--- config.mk ---
export PLATFORM = sky130hd
export DESIGN_NAME = booth_mult_seq
export DESIGN_NICKNAME = d
export VERILOG_FILES = /design/src/rtl/booth_mult_seq.sv
export SDC_FILE = /design/constraint.sdc
export NUM_CORES = 1
export LEC_CHECK = 0
export CAP_MARGIN = 20
export CORE_AREA = 10 10 62 64
export CTS_BUF_LIST = sky130_fd_sc_hd__clkbuf_8
export DETAILED_ROUTE_END_ITERATION = 7
export DIE_AREA = 0 0 72 74
export GPL_TIMING_DRIVEN = 0
export PLACE_DENSITY = 0.84
export SLEW_MARGIN = 15
export SYNTH_ARGS = -nofsm -noshare
export SYNTH_HDL_FRONTEND = slang
export SYNTH_SLANG_ARGS = --single-unit
export TNS_END_PERCENT = 50
--- constraint.sdc ---
create_clock -name clk -period 5.1 [get_ports clk]
set_input_delay 0.765 -clock clk [delete_from_list [all_inputs] [get_ports clk]]
set_output_delay 0.765 -clock clk [all_outputs]
set_load 0.1 [all_outputs]
--- src/rtl/booth_mult_seq.sv ---
// booth_mult_seq: sequential radix-2 Booth multiplier with a generic operand width,
// a per-operation signed/unsigned mode and a start/busy/done handshake.
// Operands are widened by one bit (sign- or zero-extended), so a single Booth
// datapath is correct in both modes.
module booth_mult_seq #(
    parameter int WIDTH = 4,
    parameter int CNT_W = $clog2(WIDTH + 2)
) (
    input  logic               clk,
    input  logic               rst,
    input  logic               start,
    input  logic               sgn,
    input  logic [WIDTH-1:0]   mc,
    input  logic [WIDTH-1:0]   mp,
    output logic [2*WIDTH-1:0] prod,
    output logic               busy,
    output logic               done
);

    localparam int E = WIDTH + 1;
    localparam logic [CNT_W-1:0] LAST = CNT_W'(E - 1);

    localparam logic [0:0] IDLE = 1'b0;
    localparam logic [0:0] RUN  = 1'b1;

    logic [0:0]       state;
    logic [E-1:0]     a;
    logic [E-1:0]     m;
    logic [E-1:0]     q;
    logic             q_1;
    logic [CNT_W-1:0] count;

    logic [E-1:0]     mc_x;
    logic [E-1:0]     mp_x;
    logic [E-1:0]     a_n;

    // Extend incoming operands to E bits according to the requested mode
    always_comb begin
        mc_x = sgn ? {mc[WIDTH-1], mc} : {1'b0, mc};
        mp_x = sgn ? {mp[WIDTH-1], mp} : {1'b0, mp};
    end

    // Booth add/subtract decision for the current step (carry-out discarded)
    always_comb begin
        a_n = a;
        case ({q[0], q_1})
            2'b01:   a_n = a + m;
            2'b10:   a_n = a + (~m) + E'(1);
            default: a_n = a;
        endcase
    end

    // Control FSM and datapath registers: accept, iterate, shift, complete
    always_ff @(posedge clk) begin
        if (rst) begin
            state <= IDLE;
            a     <= '0;
            m     <= '0;
            q     <= '0;
            q_1   <= 1'b0;
            count <= '0;
            prod  <= '0;
            busy  <= 1'b0;
            done  <= 1'b0;
        end else begin
            done <= 1'b0;
            case (state)
                IDLE: begin
                    if (start) begin
                        m     <= mc_x;
                        q     <= mp_x;
                        a     <= '0;
                        q_1   <= 1'b0;
                        count <= '0;
                        busy  <= 1'b1;
                        state <= RUN;
                    end
                end
                RUN: begin
                    a     <= {a_n[E-1], a_n[E-1:1]};
                    q     <= {a_n[0], q[E-1:1]};
                    q_1   <= q[0];
                    count <= count + CNT_W'(1);
                    if (count == LAST) begin
                        // Low 2*WIDTH bits of the post-shift {A,Q}, taken straight
                        // from the pre-shift values so prod lands on this edge.
                        prod  <= {a_n[E-2:0], q[E-1:1]};
                        busy  <= 1'b0;
                        done  <= 1'b1;
                        state <= IDLE;
                    end
                end
                default: state <= IDLE;
            endcase
        end
    end

endmodule

==> flow_summary.toml, run 1 <==
[global_route]
grtUsageMet1_pct = 15.2
gr-total-overflow = 0
grt_use_met3_pct = 4.52
grt_pass1_wl_um = 5830
grt_pass1_vias = 1258
grt_usage_pct = 13.6
grt_max_degree = 11
top_usage_layer = "met2"
antenna_found_initial = 0
use_met2_pct = 22.8

[yosys]
synth_cell_type_count = 36
synth_seq_cells = 29
synth_area_um2 = 1530
syn_inst = 174
synthArstFlopShare_pct = 0
synth_edf_count = 0
yosys.area.top_type = "dfxtp_1"
seq_area_frac_synth_pct = 38.0
post-synth-top-count-cell = "dfxtp_1"
synthFlopType = "dfxtp_1"
syn_avg_cell_area_um2 = 8.78
synth_commonest_cells = "dfxtp_1 (29), nor2_1 (22), a21oi_1 (16)"
yosys_warnings = 0
synth_area_leaders = "dfxtp_1 (38%), ha_1 (9.8%), nor2_1 (5.4%)"
syn-num-nets = 200
synth_top_area_share_pct = 38.0

[worst_setup_path]
startpoint = "prod[6]"
crit_type = "flop to primary output"
cp.depth = 1
crit_family = "buffers and inverters"
crit_required_ns = 4.34
r2r_end = "a[3]"
critPathCaptureType = "primary output"
critPathCapture = "prod[6]"
rr_startpoint = "a[0]"
critical_path.max_stage_delay_ns = 1.14
worst_path_max_delay_cell = "clkdlybuf4s50_1"
worst-path-buf-inv = 1
worst-path-max-fanout = 2
path_cells = "clkdlybuf4s50_1"
regToRegSetupSlack_ns = 3.17
ff2ff_path_depth = 8
crit_arrival_ns = 1.75
cp-start-kind = "flop"

[sta]
fin_crit_sh_pct = 49.4
setup_viol = 0
finalSetupTns_ns = 0
fin_crit_ns = 2.52
rsz0062_at_grt = "false"
finalMaxSlewViolations = 0
holdWs_ns = 0.456
max_slew_margin_pct = 34.1
fmax_ghz = 0.397
worst_slew_pin_slew_ns = 0.985
skew_ns = 0.00696
hold_violations = 0

[die]
dieHeight_um = 74
core_um2 = 2660
die_w_um = 72
dieArea_um2 = 5330
start_util_pct = 57.4
num_rows = 19
ioPinCount = 22

[power]
combPwrFrac_pct = 15.0
p_leak_uw = 0.000737
power.switching_uw = 129
pwr-share-clk_pct = 37.1
netSwitchingFraction_pct = 25.7
ir_worst_vdd_mv = 0.267
internal-power_uw = 372
pwr-share-seq_pct = 47.9
power-per-cell-area_nw_per_um2 = 269

[clock_tree]
numCtsBuffers = 5
tritoncts = "built"
postCtsResizedCells = 0
clkTransAtPathRegs_ns = 0.06
clockBufferDepth = 2
cts_hold_buf = 0
cts_root_buf = "clkbuf_8"
htreeDepth = 2
cts.sinks = 29
worstSkewPairLatency_ns = 0.28
cts_setup_buffers = 0

[final_layout]
multiInputGateArea_um2 = 832
diodes = 0
drive_above_1_share_pct = 7.43
fin_cells = 233
ff_latch_area_um2 = 581
fill_cells = 222
area_delta_synth_final_pct = 21.9
final_area_um2 = 1860
final_nets = 228

[min_path]
hold_path.class = "flop to flop"

[routing]
drc = 0
drt_first_pass_iters = 4
vias = 1307
routed_wl_um = 3420
drtIter0Drc = 59
routedWlPerCell_um = 14.7
via_per_inst = 5.61
ant_nets = 0

[placement]
dp_hpwl_um = 2610
gp_congestion = 0.887
placed_cell_area_um2 = 1780
port_buffers = 21
placed_cells = 226

[job]
cap_viol_max_count = 0

[run_status]
status = "finished, final reports clean"
cell families (layout without fill, tap and decap cells):
family          Yosys count  after routing  synth area share [%]
simple gates             54             54                  18.0
compound gates           42             42                  17.2
flops                    29             29                  38.0
buf+inv                  24             52                  7.53
fa+ha+maj                14             14                  12.4
mux                       6              6                  3.93
xor+xnor                  5              5                  2.87
power by group through the flow:
stage               clock network [µW]  registers (µW)  logic (µW)
detailed placement                   0             245        73.9
CTS                                191             240        74.6
global placement                     0             244        71.7
global route                       199             241        83.8
floorplan                            0             248        47.7
finish                             186             240        74.9
routing by layer:
metal,share of wire (%),up-vias
li1,-,649
met1,44,622
met2,49,28
met3,4.5,8
met4,2.0,0
met5,0,-
how the worst min path moves through the flow:
| stage | endpoint | from | cells after the start |
|---|---|---|---|
| 2_1_floorplan | prod[3] | q[4] | 1 |
| 3_3_place_gp | prod[4] | prod[4] | 2 |
| 3_5_place_dp | prod[4] | prod[4] | 2 |
| 4_1_cts | prod[4] | prod[4] | 2 |
| 5_1_grt | busy | busy | 1 |
| 6_report | prod[4] | prod[4] | 2 |
stage by stage:
stage	setup slack, ns	utilization, %	total power, µW
finish	2.58	70.0	501
global route	2.52	70.0	523
CTS	2.57	70.0	505
detailed placement	2.73	66.7	319
global placement	2.74	66.7	316
floorplan	3.37	-	296
cells in the final DEF (no fill, tap or decap):
| cell type | instances |
|---|---|
| a211oi_1 | 2 |
| a21boi_1 | 1 |
| a21oi_1 | 16 |
| a221oi_1 | 2 |
| a22o_1 | 5 |
| a22oi_1 | 1 |
| a311oi_1 | 1 |
| a31oi_1 | 2 |
| and2_2 | 1 |
| and2b_2 | 2 |
| and3_2 | 1 |
| buf_4 | 2 |
| buf_6 | 1 |
| clkbuf_1 | 5 |
| clkbuf_8 | 7 |
| clkdlybuf4s50_1 | 21 |
| dfxtp_1 | 29 |
| fa_1 | 2 |
| ha_1 | 12 |
| inv_1 | 16 |
| mux2i_1 | 6 |
| nand2_1 | 4 |
| nand2b_1 | 2 |
| nand3_1 | 3 |
| nand3b_1 | 2 |
| nor2_1 | 22 |
| nor2b_1 | 7 |
| nor3_1 | 6 |
| nor3b_1 | 1 |
| o21a_1 | 1 |
| o21ai_0 | 7 |
| o21ai_1 | 1 |
| o31ai_1 | 3 |
| or2_2 | 1 |
| or4_1 | 2 |
| xnor2_1 | 2 |
| xor2_1 | 3 |
state kept, by name, summed over array words and instances (netlist names):
name / flops
q_1: 1
a: 4
count: 3
q: 5
m: 5
prod: 8
done: 1
busy: 1
state: 1
layout make-up:
type / count / share of cell area [%]
well taps: 31 / 2.08
multi-input cells: 121 / 44.7
clock buffers: 6 / 4.43
flip-flops and latches: 29 / 31.2
inverters: 15 / 3.02
plain buffers: 9 / 3.16
clock inverters: 1 / 0.201
repair buffers: 21 / 11.3
Note: power is estimated with default switching activity, not from simulation.
==> run 2, diff against run 1 <==
Settings changed: CORE_AREA 10 10 62 64 to 10 10 67 69, DIE_AREA 0 0 72 74 to 0 0 77 79, PLACE_DENSITY 0.84 to 0.74.
Clock period 5.1 ns to 2.05 ns, I/O delays scaled along.
==> flow_summary.toml, run 2 (synthesized netlist as in run 1, its figures left out) <==
[final_layout]
top_register = "prod"
final_nets = 228
fill_cells = 299
multiInputGateArea_um2 = 845
layout_commonest_cell = "dfxtp_1"
layout_common_cells = "dfxtp_1 (28), nor2_1 (22), a21oi_1 (16), inv_1 (15), ha_1 (12)"
reg.largest.list = "prod: 8 flops, m: 5 flops, q: 5 flops"
post-route-util_pct = 58.3
diodes = 0
area_delta_synth_final_pct = 23.3
largest_reg_flops = 8
ff_latch_area_um2 = 582
drive_above_1_share_pct = 9.85

[routing]
drt_first_pass_iters = 4
drtIter0Drc = 114
routedWlPerCell_um = 13.8
ant_nets = 0
drc = 0
vias = 1306
via_per_inst = 5.24
routed_wl_um = 3450

[min_path]
min_to = "prod[6]"
min_from = "prod[6]"
hold_path.class = "flop to flop"
holdPathStages = 2

[sta]
finalMaxSlewViolations = 0
rsz0062_at_grt = "false"
finalSetupTns_ns = 0
setup_viol = 0
fin_crit_sh_pct = 91.1
worst_slew_pin_slew_ns = 0.973
fin_crit_ns = 1.87
layout_setup_ws_ns = 0.183
fmax_ghz = 0.536
skew_ns = 0.00969
holdWs_ns = 0.465
hold_violations = 0
max_slew_margin_pct = 35.4

[placement]
gp_congestion = 0.828
port_buffers = 21
dp_hpwl_um = 2630
place_ws_ns = 0.125

[worst_setup_path]
worst_path_max_delay_cell = "fa_1"
critPathCaptureType = "flop"
crit_arrival_ns = 2.09
regToRegSetupSlack_ns = 0.18
rr_startpoint = "m[0]"
worst-path-max-fanout = 3
crit_family = "adder cells"
cp-start-kind = "flop"
path_cells = "ha_1 > inv_1 > fa_1 > nor3_1 > o31ai_1 > a21boi_1 > o21ai_1 > a31oi_1"
critical_path.max_stage_delay_ns = 0.40
ff2ff_path_depth = 8
worst-path-buf-inv = 1
cp.depth = 8
r2r_end = "a[3]"
crit_type = "flop to flop"
crit_required_ns = 2.27

[clock_tree]
htreeDepth = 2
tritoncts = "built"
clkTransAtPathRegs_ns = 0.07
cts_hold_buf = 0
worstSkewPairLatency_ns = 0.29
numCtsBuffers = 5
cts_root_buf = "clkbuf_8"
cts.sinks = 29
clockBufferDepth = 2

[global_route]
grt_pass1_wl_um = 5940
gr-total-overflow = 0
grt_usage_pct = 12.0
antenna_found_initial = 0
grt_max_degree = 11
grt_pass1_vias = 1259

[die]
start_util_pct = 47.3
core_um2 = 3230
ioPinCount = 22
dieArea_um2 = 6080
dieHeight_um = 79
num_rows = 21
die_w_um = 77

[power]
ir_worst_vdd_mv = 0.449
p_leak_uw = 0.000788
power-per-cell-area_nw_per_um2 = 664

[job]
cap_viol_max_count = 0

[run_status]
status = "finished, final reports clean"
run 2: worst max path at each step:
stage               slack (ns)      end  from
CTS                       0.11     a[0]  a[0]
finish                    0.18     a[3]  m[0]
floorplan                 0.32     a[0]  a[0]
global route              0.03     a[3]  a[1]
detailed placement        0.13     a[0]  a[0]
global placement          0.14  prod[0]   rst
run 2: metrics by stage:
step | area (µm²) | total power, µW | cells
detailed placement | 1800 | 795 | 241
CTS | 1870 | 1260 | 249
global placement | 1800 | 788 | 241
global route | 1880 | 1320 | 249
finish | 1880 | 1250 | 249
floorplan | 1530 | 736 | 174
run 2: power by group:
part | total [µW] | switching, µW | internal [µW]
Clock | 463 | 229 | 234
Combinational | 191 | 108 | 82.2
Sequential | 597 | 14.0 | 583
Total | 1250 | 352 | 898
run 2: layer usage:
metal / vias to the layer above / global-route usage [%] / share of wire [%]
met5: - / 0 / 0
met4: 0 / 5.47 / 1.7
met2: 27 / 20.3 / 50
li1: 656 / - / -
met3: 6 / 4.28 / 4.6
met1: 617 / 13.4 / 44
run 2: worst min-delay path, cell delays in order, from the launching register on:
cell and delay (ns):
dfxtp_1 0.33, nand2_1 0.05, o21ai_0 0.06
run 2: cell type report:
| class | count | area share, % |
|---|---|---|
| inverter | 15 | 2.99 |
| multi-input combinational | 121 | 44.9 |
| buffer | 9 | 3.12 |
| sequential | 29 | 30.9 |
| clock inverter | 3 | 0.930 |
| tap | 46 | 3.06 |
| timing repair buffer | 21 | 10.5 |
| clock buffer | 5 | 3.65 |
run 2: timing repair:
action	CTS	global route
pin swaps	0	1
resized for setup	10	3
endpoints found under the setup margin	10	4
buffers inserted	0	0
